File: config.mk
export PLATFORM = sky130hd
export DESIGN_NAME = ext_mem_loader
export DESIGN_NICKNAME = d
export VERILOG_FILES = /design/src/rtl/ext_mem_loader_pkg.sv /design/src/rtl/ext_mem_loader_down_counter.sv /design/src/rtl/ext_mem_loader.sv
export SDC_FILE = /design/constraint.sdc
export NUM_CORES = 1
export LEC_CHECK = 0
export ABC_AREA = 1
export CAP_MARGIN = 20
export CORE_MARGIN = 10
export CORE_UTILIZATION = 30
export DETAILED_ROUTE_END_ITERATION = 10
export RECOVER_POWER = 50
export SLEW_MARGIN = 20
export SYNTH_ARGS = -nofsm -noshare
export SYNTH_HDL_FRONTEND = slang
export SYNTH_SLANG_ARGS = --single-unit
File: constraint.sdc
create_clock -name clk -period 5.3 [get_ports clk]
set_clock_uncertainty 0.1 [all_clocks]
set_input_delay 1.325 -clock clk [delete_from_list [all_inputs] [get_ports clk]]
set_output_delay 1.325 -clock clk [all_outputs]
set_load 0.1 [all_outputs]
File: src/rtl/ext_mem_loader_pkg.sv
// Shared types and address helpers for the external-memory loader.
package ext_mem_loader_pkg;

  typedef enum logic [2:0] {
    IDLE,
    LOAD,
    VERIFY,
    RUN,
    DREQ,
    DWAIT,
    DOUT
  } state_t;

  localparam int IMEM_BYTE_SHIFT = 2;
  localparam int DMEM_BYTE_SHIFT = 3;

  function automatic logic [63:0] imem_byte_addr(input logic [63:0] word_idx);
    return word_idx << IMEM_BYTE_SHIFT;
  endfunction

  function automatic logic [63:0] dmem_byte_addr(input logic [63:0] word_idx);
    return word_idx << DMEM_BYTE_SHIFT;
  endfunction

endpackage

File: src/rtl/ext_mem_loader_down_counter.sv
// Loadable down-counter with zero flag; saturates at zero.
module loader_down_counter #(
  parameter int W = 8
) (
  input  logic         clk,
  input  logic         srst,
  input  logic         load,
  input  logic [W-1:0] load_val,
  input  logic         dec,
  output logic [W-1:0] count,
  output logic         zero
);

  always_ff @(posedge clk) begin
    if (srst) begin
      count <= '0;
    end else if (load) begin
      count <= load_val;
    end else if (dec && (count != '0)) begin
      count <= count - W'(1);
    end
  end

  assign zero = (count == '0);

endmodule

File: src/rtl/ext_mem_loader.sv
// Host-side loader: streams a program into IMEM, runs the CPU, dumps a DMEM window.
// Optional readback checksum of the loaded program under EXT_MEM_LOADER_VERIFY_EN.
//
// state  | meaning
// IDLE   | waiting for start; parameters latched on accept
// LOAD   | accepting program words, one IMEM write per handshake
// VERIFY | re-reading IMEM and accumulating the readback checksum
// RUN    | cpu_enable held high for run_cycles cycles
// DREQ   | one-cycle DMEM read strobe
// DWAIT  | read latency wait, data captured on the last cycle
// DOUT   | presenting a dump word until the sink accepts it
module ext_mem_loader
  import ext_mem_loader_pkg::*;
#(
  parameter int IMEM_ADDR_W = 9,
  parameter int DMEM_ADDR_W = 10,
  parameter int RD_LAT      = 1
) (
  input  logic                   clk,
  input  logic                   srst,
  input  logic                   start,
  input  logic [IMEM_ADDR_W:0]   load_words,
  input  logic [31:0]            run_cycles,
  input  logic [DMEM_ADDR_W-1:0] dump_base,
  input  logic [DMEM_ADDR_W:0]   dump_words,
  input  logic                   in_valid,
  output logic                   in_ready,
  input  logic [31:0]            in_data,
  output logic                   out_valid,
  input  logic                   out_ready,
  output logic [63:0]            out_data,
  output logic                   cpu_enable,
  output logic [63:0]            addr_ext,
  output logic                   wen_ext,
  output logic                   ren_ext,
  output logic [31:0]            wdata_ext,
  input  logic [31:0]            rdata_ext,
  output logic [63:0]            addr_ext_2,
  output logic                   wen_ext_2,
  output logic                   ren_ext_2,
  output logic [63:0]            wdata_ext_2,
  input  logic [63:0]            rdata_ext_2,
  output logic                   busy,
  output logic                   done,
  output logic                   verify_err
);

  localparam int LW    = IMEM_ADDR_W + 1;
  localparam int DW    = DMEM_ADDR_W + 1;
  localparam int LAT_W = (RD_LAT < 2) ? 1 : $clog2(RD_LAT);

  state_t state, state_nx;

  logic                   start_acc, load_hs, out_hs, dump_last;
  logic                   load_zero, run_zero, lat_zero, dump_zero;
  logic [LW-1:0]          load_cnt, load_cnt_val;
  logic [DW-1:0]          dump_cnt;
  logic [31:0]            run_cnt;
  logic [LAT_W-1:0]       lat_cnt;
  logic [IMEM_ADDR_W-1:0] widx;
  logic [DMEM_ADDR_W-1:0] dump_base_q, k, dump_idx;
  logic                   v_issue, v_waiting, v_cap, v_reload;
  logic                   unused_cnt;

  assign start_acc = (state == IDLE) && start;
  assign in_ready  = (state == LOAD) && !load_zero;
  assign load_hs   = in_ready && in_valid;
  assign out_valid = (state == DOUT);
  assign out_hs    = out_valid && out_ready;
  assign dump_last = (dump_cnt == DW'(1));
  assign dump_idx  = dump_base_q + k;

  assign wen_ext     = load_hs;
  assign wdata_ext   = load_hs ? in_data : '0;
  assign addr_ext    = (load_hs || v_issue) ? imem_byte_addr(64'(widx)) : '0;
  assign cpu_enable  = (state == RUN) && !run_zero;
  assign ren_ext_2   = (state == DREQ);
  assign addr_ext_2  = ren_ext_2 ? dmem_byte_addr(64'(dump_idx)) : '0;
  assign wen_ext_2   = 1'b0;
  assign wdata_ext_2 = '0;
  assign busy        = (state != IDLE);
  assign done        = ((state == RUN) && run_zero && dump_zero) || (out_hs && dump_last);
  assign unused_cnt  = ^{load_cnt, run_cnt, lat_cnt};

  always_comb begin
    state_nx = state;
    case (state)
      IDLE:  if (start) state_nx = LOAD;
      LOAD: begin
        if (load_zero) begin
`ifdef EXT_MEM_LOADER_VERIFY_EN
          state_nx = VERIFY;
`else
          state_nx = RUN;
`endif
        end
      end
`ifdef EXT_MEM_LOADER_VERIFY_EN
      VERIFY: if (!v_waiting && !v_issue && load_zero) state_nx = RUN;
`endif
      RUN:   if (run_zero) state_nx = dump_zero ? IDLE : DREQ;
      DREQ:  state_nx = DWAIT;
      DWAIT: if (lat_zero) state_nx = DOUT;
      DOUT:  if (out_hs) state_nx = dump_last ? IDLE : DREQ;
      default: state_nx = IDLE;
    endcase
  end

  always_ff @(posedge clk) begin
    if (srst) begin
      state       <= IDLE;
      widx        <= '0;
      k           <= '0;
      dump_base_q <= '0;
      out_data    <= '0;
    end else begin
      state <= state_nx;
      if (start_acc) begin
        dump_base_q <= dump_base;
        k           <= '0;
        widx        <= '0;
      end else begin
        if (load_hs || v_cap) widx <= widx + IMEM_ADDR_W'(1);
        else if (v_reload)    widx <= '0;
        if (out_hs) k <= k + DMEM_ADDR_W'(1);
      end
      if ((state == DWAIT) && lat_zero) out_data <= rdata_ext_2;
    end
  end

`ifdef EXT_MEM_LOADER_VERIFY_EN
  logic [LW-1:0] load_words_q;
  logic [31:0]   wr_sum, rd_sum;
  logic          v_wait, verify_err_q;

  assign v_issue      = (state == VERIFY) && !v_wait && !load_zero;
  assign v_waiting    = (state == VERIFY) && v_wait;
  assign v_cap        = v_waiting && lat_zero;
  assign v_reload     = (state == LOAD) && load_zero;
  assign load_cnt_val = start_acc ? load_words : load_words_q;
  assign ren_ext      = v_issue;
  assign verify_err   = verify_err_q;

  // Checksums stand in for a copy of the program; compared once all readbacks are in.
  always_ff @(posedge clk) begin
    if (srst) begin
      load_words_q <= '0;
      wr_sum       <= '0;
      rd_sum       <= '0;
      v_wait       <= 1'b0;
      verify_err_q <= 1'b0;
    end else begin
      if (start_acc) begin
        load_words_q <= load_words;
        wr_sum       <= '0;
        rd_sum       <= '0;
      end
      if (load_hs) wr_sum <= wr_sum ^ in_data;
      if (v_issue) begin
        v_wait <= 1'b1;
      end else if (v_cap) begin
        v_wait <= 1'b0;
        rd_sum <= rd_sum ^ rdata_ext;
      end
      if ((state == VERIFY) && !v_wait && load_zero && (wr_sum != rd_sum))
        verify_err_q <= 1'b1;
    end
  end
`else
  logic unused_rdata;

  assign v_issue      = 1'b0;
  assign v_waiting    = 1'b0;
  assign v_cap        = 1'b0;
  assign v_reload     = 1'b0;
  assign load_cnt_val = load_words;
  assign ren_ext      = 1'b0;
  assign verify_err   = 1'b0;
  assign unused_rdata = ^rdata_ext;
`endif

  loader_down_counter #(.W(LW)) u_load_cnt (
    .clk      (clk),
    .srst     (srst),
    .load     (start_acc || v_reload),
    .load_val (load_cnt_val),
    .dec      (load_hs || v_cap),
    .count    (load_cnt),
    .zero     (load_zero)
  );

  loader_down_counter #(.W(32)) u_run_cnt (
    .clk      (clk),
    .srst     (srst),
    .load     (start_acc),
    .load_val (run_cycles),
    .dec      (state == RUN),
    .count    (run_cnt),
    .zero     (run_zero)
  );

  loader_down_counter #(.W(LAT_W)) u_lat_cnt (
    .clk      (clk),
    .srst     (srst),
    .load     (ren_ext_2 || v_issue),
    .load_val (LAT_W'(RD_LAT - 1)),
    .dec      ((state == DWAIT) || v_waiting),
    .count    (lat_cnt),
    .zero     (lat_zero)
  );

  loader_down_counter #(.W(DW)) u_dump_cnt (
    .clk      (clk),
    .srst     (srst),
    .load     (start_acc),
    .load_val (dump_words),
    .dec      (out_hs),
    .count    (dump_cnt),
    .zero     (dump_zero)
  );

endmodule

==> reports/qor.csv, run 1 <==
metric;value;unit
drtIter0Drc;427;
violations;max-capacitance violations, max-slew violations;
core.rowCount;65;
wl;31.6;mm
vias;9255;
outcome;complete, but fails checks;
async_flop_share;0;%
area_growth;34.8;%
htree_levels;4;
place_congestion;0.862;
cellPowerDensity;344;nW/um^2
slew_headroom;-22.2;%
stdcell_count;2131;
numCtsBuffers;17;
drc;0;
setup_violations;0;
ctsHoldBuffers;0;
post-route-min-period;4720;ps
via_per_inst;4.34;
postPlaceCellArea;12500;sq um
hold_class;reg -> reg;
antenna_cells;0;
grt_max_degree;67;
core;31600;sq um
ys_ff_latch;150;
grt_pass1_vias;9072;
netlist_top_cells_area;dfxtp_1 31%, buf_4 14%, nor2_1 12%;
syn_inst;1459;
tns;0;ps
syn_area;9640;sq um
cts-root-buf;clkbuf_16;
ctsLongestPathBuffers;2;
yosysTopAreaCell;dfxtp_1;
worst_slew_pin_slew;1830;ps
fin_ws;575;ps
final_layout_size_suffix_gt1_share;7.23;%
grt_setup_unrepaired;false;
synth_area_per_cell;6.61;sq um
io_buffers;285;
total_power;4.47;mW
synth_edf_count;0;
synth_commonest_cells;315 x nor2_1, 230 x nand2_1, 185 x buf_4;
io_pins;494;
crit_path_end_kind;flip-flop;
clk_latency;430;ps
utilization;41.1;%
critPathKind;in -> reg;
path_clk_slew;70;ps
dieArea;39700;sq um
fin_area;13000;sq um
hold_slack;369;ps
peakVddDrop;0.189;mV
yosysMostFrequentCell;nor2_1;
cts_sinks;150;
p_leak;5.70;nW
hpwl;24.7;mm
grt_overflow;0;
yosys_warnings;0;
multi_input_area;5110;sq um
detail_route.wl_per_cell;14.8;um
max_freq;212;MHz
fin_nets;1930;
fillCellCount;3318;
start_kind;input port;
die_x;199;um
antenna_found_initial;1;
antenna_left;0;
seqCellArea;3000;sq um
drv_cap;3;
pre_cts_ws;947;ps
synth_top_area_share;31.1;%
grt_pass1_wl;48.0;mm
cts_resized;0;
slew_violations;105;
fp.dieH;199;um
grt_usage;15.0;%
min_period_over_period;89.1;%
first_pass_iters;5;
finalHoldViolCount;0;
cp_data_arrival_time;4980;ps
crit_fanout;36;
placedCellCount;2099;
cts_tree;built;
cp.required;5550;ps
initial_core_util;30.5;%
ys.flop_type;dfxtp_1;
cts_setup_buffers;0;
synth.distinct_cells;54;
ys_seq_area_share;31.1;%
## per-layer routing
| metal | wire [um] | vias to the layer above | GRT usage [%] |
|---|---|---|---|
| met1 | 12700 | 4178 | 17.0 |
| met2 | 15900 | 265 | 26.8 |
| met4 | 317 | 2 | 3.56 |
| li1 | - | 4788 | - |
| met5 | 13 | - | 0 |
| met3 | 2630 | 22 | 4.66 |
## critical path: stages
cell,delay [ps]
dlygate4sd3_1,540
nand3_1,1140
inv_2,1070
clkbuf_2,510
nand2_1,170
a31oi_1,190
## final cells by class
cell class	instances	area share (%)
tap	402	3.87
sequential	150	23.1
clock inverter	14	0.905
multi-input combinational	1118	39.4
inverter	135	4.00
timing repair buffer	294	25.5
clock buffer	18	3.30
## final timing paths
path | cells past startpoint | end | slack, ps | startpoint
max | 6 | u_load_cnt.count[7] | 580 | start
min | 2 | widx[8] | 370 | widx[8]
max reg2reg | 6 | u_load_cnt.count[7] | 1440 | state[2]
min reg2reg | 2 | widx[8] | 370 | widx[8]
## flip-flops by register name, indices dropped and copies added (netlist names)
signal	cells
u_run_cnt.count	32
widx	9
out_data	64
state	3
u_load_cnt.count	10
k	10
u_lat_cnt.count	1
u_dump_cnt.count	11
dump_base_q	10
## power by group
part / total, mW / internal (mW) / switching (mW)
Clock: 1.16 / 0.615 / 0.548
Sequential: 1.31 / 1.22 / 0.0924
Combinational: 2.00 / 0.506 / 1.49
## cells by family after synthesis
group / after synthesis / synth area share [%]
other: 1 / 0.0389
flip-flops: 150 / 31.1
AO/OA/AOI/OAI: 236 / 12.8
AND/OR/NAND/NOR: 672 / 29.6
multiplexers: 1 / 0.104
adder cells (fa/ha/maj): 18 / 2.41
XOR/XNOR: 15 / 1.36
buffers and inverters: 366 / 22.5
## cell usage in the layout (no fill, tap or decap), drive strengths merged, types with 3 or more instances in the layout
cell and n:
nand3 66, o211ai 3, dfxtp 150, inv 142, xnor2 4, or2 10, buf 55, a31oi 13
nor3b 4, conb 176, clkbuf 22, nand4 13, o21bai 3, clkinv 5, xor2 11, o21ai 148
ha 17, dlygate4sd3 28, nor2 329, a21oi 61, nor3 11, nand2 235, clkdlybuf4s50 207
Note: power is estimated with default switching activity, not from simulation.
==> run 2: changes to the inputs <==
Settings changed: ABC_AREA 1 to unset, CORE_AREA set to 10 10 186 188, CORE_MARGIN 10 to unset, CORE_UTILIZATION 30 to unset, DIE_AREA set to 0 0 196 198, HOLD_SLACK_MARGIN set to 0.02, RECOVER_POWER 50 to 25.
==> run 2 against run 1 <==
Effect of this change:
- the run still ends with max-capacitance violations, max-slew violations left
- worst setup slack improved by 290 ps
- maximum frequency up 6.6%
- global-route usage is 1.3 points lower
- sequential share of layout area increased by 1.6 points
- hold slack got worse by 17 ps
- first-iteration DRC count down 7.7%
- non-clock buffer count fell by 3
- sequential cell count is the same
- die area is 2.3% lower
- critical path depth increased by 1
- design area is 6.7% lower
- utilization is 2.0 points lower
- largest cell class unchanged
- largest power group unchanged
- highest routed layer unchanged
==> reports/qor.csv, run 2 <==
metric;value;unit;change
largest_reg_flops;64;;unchanged
grt_setup_unrepaired;false;;unchanged
layout_commonest_cell;clkdlybuf4s50_1;;was nor2_1
p_leak;4.62;nW;was 5.70 nW
min_to;out_data[11];;was widx[8]
peakVddDrop;0.209;mV;was 0.189 mV
grt_pass1_vias;7623;;was 9072
io_buffers;285;;unchanged
synth-simple-area-share;24.6;%;was 29.6%
hold_start;out_data[11];;was widx[8]
antenna_left;0;;unchanged
drtIter0Drc;394;;was 427
async_flop_share;0;%;unchanged
cts-root-buf;clkbuf_16;;unchanged
crit_start;u_run_cnt.count[6];;was start
grt_pass1_wl;43.2;mm;was 48.0 mm
grt_max_degree;74;;was 67
grt_usage;13.8;%;was 15.0%
drc;0;;unchanged
first_pass_iters;5;;unchanged
place_congestion;0.800;;was 0.862
violations;max-capacitance violations, max-slew violations;;unchanged
initial_core_util;27.8;%;was 30.5%
ctsLongestPathBuffers;2;;unchanged
ctsHoldBuffers;0;;unchanged
clk_latency;430;ps;about the same
ff2ff_setup_slack;2520;ps;was 1440 ps
yosys_warnings;0;;unchanged
postPlaceCellArea;11600;sq um;was 12500 sq um
largestRegisters;out_data x64, u_run_cnt.count x32, u_dump_cnt.count x11;;unchanged
r2r_cells;6;;unchanged
layout_common_cells;234 x clkdlybuf4s50_1, 176 x conb_1, 173 x nand2_1;;was 315 x nor2_1, 229 x nand2_1, 207 x clkdlybuf4s50_1
post-route-min-period;4430;ps;was 4720 ps
critical-path-top-delay-family;simple AND/OR/NAND/NOR gates;;was buffers and inverters
die_x;196;um;was 199 um
area_growth;40.3;%;was 34.8%
cp_slowest_cell;nor4_1;;was nand3_1
detail_route.wl_per_cell;15.9;um;was 14.8 um
ys_seq_area_share;34.7;%;was 31.1%
cts_setup_buffers;0;;unchanged
ys_ff_latch;150;;unchanged
core;31100;sq um;was 31600 sq um
setup_violations;0;;unchanged
ys.flop_type;dfxtp_1;;unchanged
drv_cap;1;;was 3
largest_register;out_data;;unchanged
synth_mux_area_share;0.695;%;was 0.104%
cellPowerDensity;412;nW/um^2;was 344 nW/um^2
dieArea;38800;sq um;was 39700 sq um
synth_top_area_share;34.7;%;was 31.1%
outcome;complete, but fails checks;;unchanged
synth_fa_ha_area_share;2.69;%;was 2.41%
synthXorXnorAreaFrac;6.38;%;was 1.36%
io_pins;494;;unchanged
crit_chain;nor4_1, nand3_1, nor3_2, and3_1, a32oi_1, nor2_1, buf_4;;was dlygate4sd3_1, nand3_1, inv_2, clkbuf_2, nand2_1, a31oi_1
htree_levels;4;;unchanged
wl;27.9;mm;was 31.6 mm
fp.dieH;198;um;was 199 um
via_per_inst;4.29;;was 4.34
cp_data_arrival_time;3010;ps;was 4980 ps
hold_class;reg -> reg;;unchanged
vias;7512;;was 9255
grt_overflow;0;;unchanged
yosysMostFrequentCell;buf_4;;was nor2_1
synth_area_per_cell;7.97;sq um;was 6.61 sq um
critPathKind;reg -> out;;was in -> reg
synth.distinct_cells;64;;was 54
syn_inst;1084;;was 1459
crit_path_end_kind;output port;;was flip-flop
syn_area;8640;sq um;was 9640 sq um
synth_edf_count;0;;unchanged
synth_commonest_cells;177 x buf_4, 174 x nand2_1, 150 x dfxtp_1;;was 315 x nor2_1, 230 x nand2_1, 185 x buf_4
path_clk_slew;60;ps;was 70 ps
antenna_found_initial;3;;was 1
cts_resized;0;;unchanged
synth_top_family_by_area;simple AND/OR/NAND/NOR gates;;unchanged
slew_headroom;-100;%;was -22.2%
netlist_top_cells_area;dfxtp_1 35%, buf_4 15%, nand2_1 7.6%;;was dfxtp_1 31%, buf_4 14%, nor2_1 12%
r2r-start;u_run_cnt.count[6];;was state[2]
tns;0;ps;unchanged
cts_sinks;150;;unchanged
min_path_cells;2;;unchanged
timing.rr.end;u_run_cnt.count[5];;was u_load_cnt.count[7]
worst_slew_pin_slew;3000;ps;was 1830 ps
max_stage_delay;590;ps;was 1140 ps
fin_area;12100;sq um;was 13000 sq um
critPathBufInv;1;;was 3
numCtsBuffers;17;;unchanged
start_kind;flip-flop;;was input port
fin_nets;1549;;was 1930
cp.required;3880;ps;was 5550 ps
final_layout_size_suffix_gt1_share;8.16;%;was 7.23%
core.rowCount;65;;unchanged
min_period_over_period;83.6;%;was 89.1%
max_freq;226;MHz;was 212 MHz
crit_fanout;5;;was 36
finalHoldViolCount;0;;unchanged
cts_tree;built;;unchanged
slew_violations;60;;was 105
synth-compound-area-share;12.1;%;was 12.8%
yosysTopAreaCell;dfxtp_1;;unchanged
hpwl;21.4;mm;was 24.7 mm
run 2: cell types whose count changed in the layout (fill, tap and decap cells not counted), moves of 15 or more:
cell	change
a211oi_1	+44
a21oi_1	+23
and2_1	+47
clkdlybuf4s50_1	+27
dlygate4sd3_1	-28
inv_1	-112
nand2_1	-56
nand3_1	-55
nor2_1	-219
nor3_1	+15
o21ai_0	-134
xnor2_1	+30
xor2_1	+18
run 2: worst max path at each step:
stage | slack [ps] | cells past startpoint | to
finish | 870 | 7 | done
global route | 460 | 4 | k[2]
CTS | 830 | 7 | done
detailed placement | 990 | 5 | addr_ext[9]
global placement | 990 | 5 | wdata_ext[31]
floorplan | 260 | 9 | addr_ext_2[11]
run 2: kinds of logic after synthesis:
group,count (synthesis)
xor+xnor,63
mux,6
fa+ha+maj,18
other cells,1
buf+inv,249
flops,150
simple gates,434
compound gates,163
run 2: stage by stage:
step / hold WS [ps] / cells / util (%) / worst slack, ps / total power [mW]
floorplan: 341 / 1259 / - / 257 / 3.35
global route: 372 / 1751 / 39.0 / 464 / 5.27
CTS: 354 / 1750 / 39.0 / 830 / 5.05
detailed placement: 346 / 1718 / 37.2 / 987 / 3.83
finish: 352 / 1752 / 39.0 / 867 / 5.00
global placement: 340 / 1718 / 37.2 / 987 / 3.82
run 2: layer usage:
metal / global-route usage [%] / share of wire [%] / vias to the layer above
met5: 0 / 0.047 / -
met3: 7.90 / 12 / 19
li1: - / - / 3783
met4: 3.54 / 1.3 / 2
met1: 15.5 / 39 / 3431
met2: 21.9 / 47 / 277
run 2: area by class of cell:
cell class / instances / area [sq um]
Sequential cell: 150 / 3000
Multi-Input combinational cell: 860 / 4690
Clock buffer: 19 / 453
Timing Repair Buffer: 291 / 3300
Tap cell: 402 / 503
Inverter: 15 / 56.3
Antenna cell: 2 / 5.00
Clock inverter: 13 / 111
Fill cell: 3208 / 18900
run 2: worst reg2reg max path: stages, from the launching register on:
cell and delay (ps):
dfxtp_1 340, nor4_1 590, nand3_1 360, o41ai_4 750
nor4_1 130, xnor2_1 160, a211oi_1 80
run 2: power by group:
| group | total, mW | switching [mW] | internal, mW |
|---|---|---|---|
| Combinational | 2.35 | 1.68 | 0.668 |
| Clock | 1.18 | 0.545 | 0.639 |
| Sequential | 1.46 | 0.173 | 1.29 |
| Total | 5.00 | 2.40 | 2.60 |
